--- config.mk ---
export PLATFORM = sky130hd
export DESIGN_NAME = start_ctrl
export DESIGN_NICKNAME = d
export VERILOG_FILES = /design/src/rtl/start_ctrl.sv
export SDC_FILE = /design/constraint.sdc
export NUM_CORES = 1
export LEC_CHECK = 0
export CORE_AREA = 8 8 45 47
export DETAILED_ROUTE_END_ITERATION = 8
export DIE_AREA = 0 0 53 55
export PLACE_DENSITY = 0.5
export SYNTH_ARGS = -nofsm -noshare
export SYNTH_HDL_FRONTEND = slang
export SYNTH_SLANG_ARGS = --single-unit
--- constraint.sdc ---
create_clock -name clk -period 3 [get_ports clk]
set_input_delay 0.45 -clock clk [delete_from_list [all_inputs] [get_ports clk]]
set_output_delay 0.45 -clock clk [all_outputs]
set_load 0.05 [all_outputs]
--- src/rtl/start_ctrl.sv ---
// Push-button front end for the 4-bit up counter: sync, debounce, rising-edge detect, run/idle toggle.
// Optional feature macro START_AUTOSTOP_EN: ends a run when count reaches STOP_VAL and pulses done.
module start_ctrl #(
    parameter int         DB_CYCLES = 4,
    parameter int         DB_W      = 3,
    parameter logic [3:0] STOP_VAL  = 4'hF
) (
    input  logic       clk,
    input  logic       s_reset,
    input  logic       btn_raw,
    input  logic [3:0] count,
    output logic       start,
    output logic       press,
    output logic       done
);

    typedef enum logic {
        IDLE = 1'b0,
        RUN  = 1'b1
    } state_t;

    localparam logic [DB_W-1:0] DB_LAST = DB_W'(DB_CYCLES - 1);
    localparam logic [DB_W-1:0] DB_ONE  = DB_W'(1);

    logic            r_sync_p0;
    logic            r_sync_p1;
    logic            r_btn_db_p2;
    logic            r_btn_db_p3;
    logic [DB_W-1:0] r_db_cnt;
    state_t          r_state;
    logic            r_start;
    logic            w_press;
    logic            w_autostop;

    // Stage p0/p1: two-flop synchroniser for the asynchronous button level
    always_ff @(posedge clk) begin
        if (s_reset) begin
            r_sync_p0 <= 1'b0;
            r_sync_p1 <= 1'b0;
        end else begin
            r_sync_p0 <= btn_raw;
            r_sync_p1 <= r_sync_p0;
        end
    end

    // Stage p2: accept a new level only after DB_CYCLES consecutive disagreeing samples
    always_ff @(posedge clk) begin
        if (s_reset) begin
            r_btn_db_p2 <= 1'b0;
            r_db_cnt    <= '0;
        end else if (r_sync_p1 == r_btn_db_p2) begin
            r_db_cnt <= '0;
        end else if (r_db_cnt == DB_LAST) begin
            r_btn_db_p2 <= r_sync_p1;
            r_db_cnt    <= '0;
        end else begin
            r_db_cnt <= r_db_cnt + DB_ONE;
        end
    end

    // Stage p3: delayed debounced level for rising-edge detection
    always_ff @(posedge clk) begin
        if (s_reset) begin
            r_btn_db_p3 <= 1'b0;
        end else begin
            r_btn_db_p3 <= r_btn_db_p2;
        end
    end

    assign w_press = r_btn_db_p2 & ~r_btn_db_p3;

`ifdef START_AUTOSTOP_EN
    logic r_done;

    assign w_autostop = (r_state == RUN) && (count == STOP_VAL);

    always_ff @(posedge clk) begin
        if (s_reset) begin
            r_done <= 1'b0;
        end else begin
            r_done <= w_autostop;
        end
    end

    assign done = r_done;
`else
    logic w_unused_count;

    assign w_unused_count = ^(count ^ STOP_VAL);
    assign w_autostop     = 1'b0;
    assign done           = 1'b0;
`endif

    // Autostop outranks a coincident press, which is then simply consumed
    always_ff @(posedge clk) begin
        if (s_reset) begin
            r_state <= IDLE;
            r_start <= 1'b0;
        end else if (w_autostop) begin
            r_state <= IDLE;
            r_start <= 1'b0;
        end else if (w_press) begin
            case (r_state)
                IDLE: begin
                    r_state <= RUN;
                    r_start <= 1'b1;
                end
                RUN: begin
                    r_state <= IDLE;
                    r_start <= 1'b0;
                end
                default: begin
                    r_state <= IDLE;
                    r_start <= 1'b0;
                end
            endcase
        end
    end

    assign start = r_start;
    assign press = w_press;

endmodule
==> flow_summary.yaml <==
critical_path:
  crit_fanout: 4
  cp.arrival_ns: 1.59
  start_kind: "flop"
  crit_path_end_kind: "output pin"
  worstSetupPathType: "reg2out"
  required_ns: 2.55
  r2r_setup_slack_ns: 1.82
outcome:
  outcome: "finished, final reports clean"
sta:
  finalSetupTns_ns: 0
  hold_ws_ns: 0.4328
  finClkSkew_ns: 0.001965
  slew_violations: 0
  tightest_slew_ns: 0.5026
  hold_viol: 0
  setup_viol: 0
  min_period_ns: 2.041
  fmax_mhz: 490.0
  period_share_pct: 68.02
  rsz0062_at_grt: "false"
  max_slew_margin_pct: 66.39
cts:
  clock_path_buffers: 2
  tritoncts: "done"
  cts_num_sinks: 8
  numCtsBuffers: 3
  clk_latency_ns: 0.24
  clockRootBuffer: "clkbuf_4"
  cts.repair.resized: 0
  post_cts_buffers: 0
  clk_pin_slew_worst_paths_ns: 0.05
  cts_hold_buffers: 0
  cts_max_level: 1
floorplanning:
  core-area_sq_um: 1384
  dieHeight_um: 55
  die_area_sq_um: 2915
  pin_count: 10
  die_w_um: 53
  initial_core_util_pct: 22.51
  fp-row-count: 14
route:
  drc: 0
  via_count: 190
  drt_pre_antenna_iters: 3
  drt_wl_total_um: 495
  final_antenna_net_count: 0
  via_per_inst: 3.958
  wl_per_cell_um: 10.31
  drt_iter0_markers: 1
global_route:
  grt_max_degree: 10
  grt_pass1_vias: 245
  grt.overflow.total: 0
  grt_pass1_wl_um: 931
  antenna_found_initial: 0
  grt_util_all_layers_pct: 4.650
yosys:
  ys_top_cells_by_area: "dfxtp_1, ha_1, nor2b_1, nor4b_2, nor2b_4"
  netlist_instances: 27
  synth_top_area_share_pct: 51.41
  synth.largest_area_cell: "dfxtp_1"
  ys_seq_area_share_pct: 51.41
  synthesis.nets: 36
  yosys_warnings: 0
  avgSynthCellArea_sq_um: 11.54
  syn_area_sq_um: 311.5
  synth-seq-cells: 8
  ys_types: 15
layout:
  num-nets-final: 43
  final_cells: 48
  drive_gt1_share_pct: 21.88
  n_fill_cell: 150
  insertedDiodeCount: 0
  syn2layout_area_growth_pct: 22.49
  final_cell_mix: "dfxtp_1, clkdlybuf4s50_1, nor2b_1, clkbuf_4"
  mostFrequentLayoutCell: "dfxtp_1"
power:
  worst_ir_drop_vdd_mv: 0.1914
  power_uw: 195.4
  p_leak_nw: 0.1411
  p_per_area_nw_per_um2: 511.9
place:
  io_buffers: 4
  gp_congestion: 0.6368
  dpl.hpwl_um: 401.9
  dp.cells: 45
worst_hold_path:
  hold_class: "reg2reg"
job:
  maxCapViolCount: 0
[flip-flops by register name, summed over array words and instances, names as in the netlist]
| register | flops |
|---|---|
| r_db_cnt | 3 |
| r_btn_db_p2 | 1 |
| r_btn_db_p3 | 1 |
| r_sync_p0 | 1 |
| r_sync_p1 | 1 |
| start | 1 |
[path summary, 6_finish.rpt]
check | startpoint | endpoint | depth (start not counted)
max reg2reg | r_db_cnt[0] | r_db_cnt[2] | 3
min | r_db_cnt[0] | r_db_cnt[0] | 1
max | r_btn_db_p2 | press | 2
min reg2reg | r_db_cnt[0] | r_db_cnt[0] | 1
[worst max-delay path, stage by stage, from the launching register on]
cell and delay [ns]:
dfxtp_1 0.37, nor2b_4 0.17, clkdlybuf4s50_1 0.81
[area by class of cell]
type / count / area [sq um] / share of cell area [%]
Clock buffer: 3 / 22.52 / 5.902
Inverter: 1 / 3.754 / 0.9836
Multi-Input combinational cell: 16 / 135.1 / 35.41
Sequential cell: 8 / 160.2 / 41.97
Tap cell: 16 / 20.02 / 5.246
Timing Repair Buffer: 4 / 40.04 / 10.49
[metrics by stage]
| step | area (sq um) | util, % | setup slack, ns |
|---|---|---|---|
| after CTS | 381.6 | 27.58 | 0.9426 |
| after detailed placement | 359.1 | 25.95 | 1.214 |
| final | 381.6 | 27.58 | 0.9593 |
| after global placement | 359.1 | 25.95 | 1.208 |
| after global routing | 381.6 | 27.58 | 0.8662 |
| after floorplan | 311.5 | - | 1.817 |
[report_power, final]
group	total [mW]	switching, mW	leakage [nW]	internal (mW)
registers	0.109	0.000736	0.0649	0.108
clock network	0.0768	0.0314	0.0138	0.0454
logic	0.00968	0.00587	0.0623	0.00381
[Yosys cell counts, drive strengths merged]
| master | number |
|---|---|
| conb | 1 |
| xnor2 | 1 |
| nor4 | 2 |
| dfxtp | 8 |
| mux2 | 1 |
| nor2b | 5 |
| buf | 2 |
| inv | 1 |
| nor2 | 2 |
| nor4b | 1 |
| mux2i | 1 |
| ha | 2 |
[per-layer routing]
layer / share of wire [%] / routed length, um / GRT usage [%]
met2: 48 / 238 / 7.227
met1: 44 / 218 / 4.268
met5: 0 / 0 / 0
met4: 0 / 0 / 3.879
met3: 7.7 / 38 / 2.941
[cells by family (layout without fill, tap and decap cells)]
kind of cell             Yosys count  in the layout  synth area share [%]
flip-flops                         8              8                 51.40
XOR/XNOR                           1              1                 2.812
other                              1              1                 1.204
adder cells (fa/ha/maj)            2              2                 8.031
multiplexers                       2              2                 6.827
AND/OR/NAND/NOR                   10             10                 24.50
buffers and inverters              3              8                 5.219
Note: power is estimated with default switching activity, not from simulation.
==> variant 1: new RTL, config.mk and constraints unchanged <==
`DB_W`: 3 -> 6.
--- a/src/rtl/start_ctrl.sv
+++ b/src/rtl/start_ctrl.sv
@@ -4,3 +4,3 @@
     parameter int         DB_CYCLES = 4,
-    parameter int         DB_W      = 3,
+    parameter int         DB_W      = 6,
     parameter logic [3:0] STOP_VAL  = 4'hF
Function: no difference found for any inputs over 10 cycles, from zero or initial values and one cycle with s_reset high; that may be too few to reach the edited logic, so the function may still have changed.
==> variant 1 against the original RTL <==
- area after synthesis grew 33%
- sequential cell count grew 3
- setup slack lost 0.10 ns
- routed wire length grew 16%
- critical path depth is the same
- sequential power grew 36%
- power grew 29%
- final cell count grew 35%
- final area grew 30%
- clock power grew 24%
- first-iteration DRC count grew to 3.0 times the old value
==> variant 1: results (changes against the original RTL) <==
| Metric | Value |
|---|---|
| Result of the run | `completed` |
| Arrival time of the worst setup path | `1.69 ns (+0.10 ns)` |
| Cell depth of the worst flop-to-flop path | `4 (+1)` |
| Worst slew slack as a fraction of its limit | `66.8% (+0.39 points)` |
| Flops & latches, synth | `11 (+3)` |
| Area fraction in compound gates after synthesis | `6.63% (+6.6 points)` |
| Multiplexer fraction of the synthesized cell area | `0% (-6.8 points)` |
| Final net count | `58 (+35%)` |
| Area contributors post-synth | `dfxtp_1 (53%), xnor2_1 (6.3%), nor2b_1 (6.0%), nor2_1 (4.5%), xor2_1 (4.2%)` |
| Synthesized-area fraction occupied by xor and xnor cells | `10.5% (+7.7 points)` |
| Clock network area share | `5.32% (-0.59 points)` |
| Longest individual stage delay on the worst path | `0.84 ns (+0.03 ns)` |
| Largest net degree at the start of global routing | `7 (-3)` |
| Number of DRC violations after detailed-routing iteration 0 | `3 (+2)` |
| Non-clock buffering overhead in the final layout | `8.10% (-2.4 points)` |
| Via density per instance | `4.17 (+5.3%)` |
| List of most frequent post-synthesis cells | `dfxtp_1 (11), nor2_1 (5), nor2b_1 (4), xnor2_1 (3)` |
| Worst setup skew after layout | `0.00478 ns (+0.00281 ns)` |
| Logic inverters | `2 (+1)` |
| Gpl congestion | `0.685 (+7.6%)` |
| Total area of multi-input combinational cells | `180 um^2 (+33%)` |
| Pre-Repair DR Iteration Count | `4 (+1)` |
| Post-synthesis adder-cell area fraction | `3.01% (-5.0 points)` |
| Number of distinct library cells after synthesis | `18 (+3)` |
| Clock Latency Late Sink | `0.26 ns (+0.02 ns)` |
-- variant 1: where the power goes --
part	switching, mW	leakage (nW)	internal (mW)
Combinational	0.00537	0.0841	0.00367
Clock	0.0441	0.0150	0.0513
Sequential	0.000697	0.0891	0.148
Total	0.0502	0.188	0.203
-- variant 1: per-stage QoR --
step	std cells	hold WS (ns)	worst slack [ns]	instance area, um^2	util [%]
final	65	0.437	0.858	494	35.7
after floorplan	42	0.414	1.42	415	-
after global placement	61	0.417	1.11	468	33.8
after detailed placement	61	0.427	1.10	468	33.8
after CTS	65	0.442	0.813	494	35.7
after global routing	65	0.466	0.747	494	35.7
-- variant 1: worst max-delay path by stage --
stage	end	slack, ns
final	press	0.86
after global routing	press	0.75
after CTS	press	0.81
after detailed placement	press	1.10
after global placement	press	1.11
after floorplan	press	1.42
-- variant 1: metal layers --
layer	global-route usage (%)	part of all wire [%]
met1	5.21	48
met4	9.05	4.7
met5	0	0
met2	7.23	46
met3	0.802	1.4
==> variant 2: new RTL, config.mk and constraints unchanged <==
Made on the original files. Put a register stage on the output `press`. The value now appears one clock later. The other outputs are not delayed to match.
--- a/src/rtl/start_ctrl.sv
+++ b/src/rtl/start_ctrl.sv
@@ -120,3 +120,5 @@
     assign start = r_start;
-    assign press = w_press;
+    always_ff @(posedge clk) begin
+        press <= w_press;
+    end
 
Function: changed (a bounded check fails within 10 cycles, from zero or initial values and one cycle with s_reset high).
==> variant 2 against the original RTL <==
- area after synthesis up 6.4%
- power up 13%
- register-to-register slack better by 0.06 ns
- sequential share of layout area up 2.5 points
- sequential cell count up 1
- largest power group unchanged
- largest cell class unchanged
- setup slack better by 0.17 ns
- final area up 6.2%
- die area unchanged
- non-clock buffer count unchanged
- routed wire length down 5.9%
==> variant 2: results (changes against the original RTL) <==
| Metric | Value |
|---|---|
| Fraction of layout instances using a drive strength above 1 | `20.6% (-1.3 points)` |
| Port Buf Inserts | `4 (unchanged)` |
| Post-Place Cells | `46 (+2.2%)` |
| Launch point of the worst reg-to-reg path | `r_db_cnt[0]` |
| Net switching power | `0.0452 mW (+19%)` |
| Post-Synthesis Net Count | `37 (+2.8%)` |
| Peak ir drop on the vdd network | `0.194 mV (+1.3%)` |
| Min-delay src | `r_btn_db_p3` |
| Sequential fraction of the synthesis area | `54.3% (+2.9 points)` |
| Hold Path End | `press` |
| First-pass GRT wire length | `828 um (-11%)` |
| Worst slew slack as a fraction of its limit | `66.6% (+0.18 points)` |
| Relative contribution of the clock network to total power | `40.6% (+1.3 points)` |
| Wirelength per Cell | `9.32 um (-9.6%)` |
| Post-detailed-routing wire length | `466 um (-5.9%)` |
| Gpl congestion | `0.583 (-8.4%)` |
| Post-synthesis instance total | `28 (+3.7%)` |
| Biggest fanout along the worst timing path | `3 (-1)` |
| Longest individual stage delay on the worst path | `0.82 ns` |
| Combinational power | `0.00951 mW (-2%)` |
| Filler cell count in the final layout | `148 (-1.3%)` |
| List of most frequent post-synthesis cells | `dfxtp_1 (9), nor2b_1 (3), ha_1 (2), nor2_1 (2), nor4_1 (2)` |
| Arrival time of the worst setup path | `1.42 ns (-0.17 ns)` |
| Number of global-route vias before repair | `219 (-11%)` |
| Setup slack after placement | `1.40 ns (+0.181 ns)` |
| Result of the run | `completed` |
| Worst setup skew after layout | `0.000105 ns (-0.00186 ns)` |
| Pre-Repair DR Iteration Count | `1 (-2)` |
| Area contributors post-synth | `dfxtp_1 (54%), ha_1 (7.5%), nor2b_1 (5.7%), nor4b_2 (4.5%), nor2b_4 (4.2%)` |
| Area after DPL | `379 um^2 (+5.6%)` |
| Detailed-route via count | `203 (+6.8%)` |
| Largest reg by FF count | `r_db_cnt` |
| Largest net degree at the start of global routing | `10 (unchanged)` |
| Reg2reg end | `r_db_cnt[0]` |
| Static Leakage | `0.150 nW (+6.5%)` |
| Final net count | `44 (+2.3%)` |
| Reg-to-reg slack, setup | `1.88 ns (+0.06 ns)` |
| Number of DRC violations after detailed-routing iteration 0 | `0 (-1)` |
| Total power of the final layout | `0.221 mW (+13%)` |
| Number of distinct library cells after synthesis | `15 (unchanged)` |
variant 2: changes by cell type after synthesis, sizes merged:
cell,before,now
dfxtp,8,9
variant 2: worst reg2reg max path, cell delays in order (launching register included):
cell     delay [ns]
dfxtp_1        0.32
ha_1           0.19
ha_1           0.24
nor4_1         0.27
variant 2: cell families after synthesis:
family | after synthesis | share of synthesized area [%]
other cells | 1 | 1.13
simple gates | 10 | 23.0
xor+xnor | 1 | 2.64
flops | 9 | 54.3
buf+inv | 3 | 4.90
fa+ha+maj | 2 | 7.55
mux | 2 | 6.41
variant 2: per-layer routing:
metal  track usage [%]  routed length [um]  vias up  part of all wire (%)
met5                 0                   0        -                     0
met4              5.17                   0        0                     0
met3              1.87                  19        0                   4.1
met2              6.45                 249        4                    53
met1              3.52                 197       96                    42
li1                  -                   -      103                     -
variant 2: worst max-delay path by stage:
stage                      from    end  slack, ns  depth (start not counted)
after floorplan           start  start       1.92                          2
after global placement    start  start       1.41                          1
after detailed placement  start  start       1.40                          1
after CTS                 start  start       1.11                          1
after global routing      start  start       1.09                          1
final                     start  start       1.13                          1
variant 2: stage by stage:
step / hold WS [ns] / util, %
after floorplan: 0.408 / -
after global placement: 0.418 / 27.4
after detailed placement: 0.430 / 27.4
after CTS: 0.438 / 29.3
after global routing: 0.452 / 29.3
final: 0.437 / 29.3
variant 2: final cells by class:
| class | instances | area [um^2] | share of cell area, % |
|---|---|---|---|
| clock buffer | 4 | 26.3 | 6.48 |
| multi-input combinational | 16 | 135 | 33.3 |
| inverter | 1 | 3.75 | 0.926 |
| timing repair buffer | 4 | 40.0 | 9.88 |
| tap | 16 | 20.0 | 4.94 |
| sequential | 9 | 180 | 44.4 |
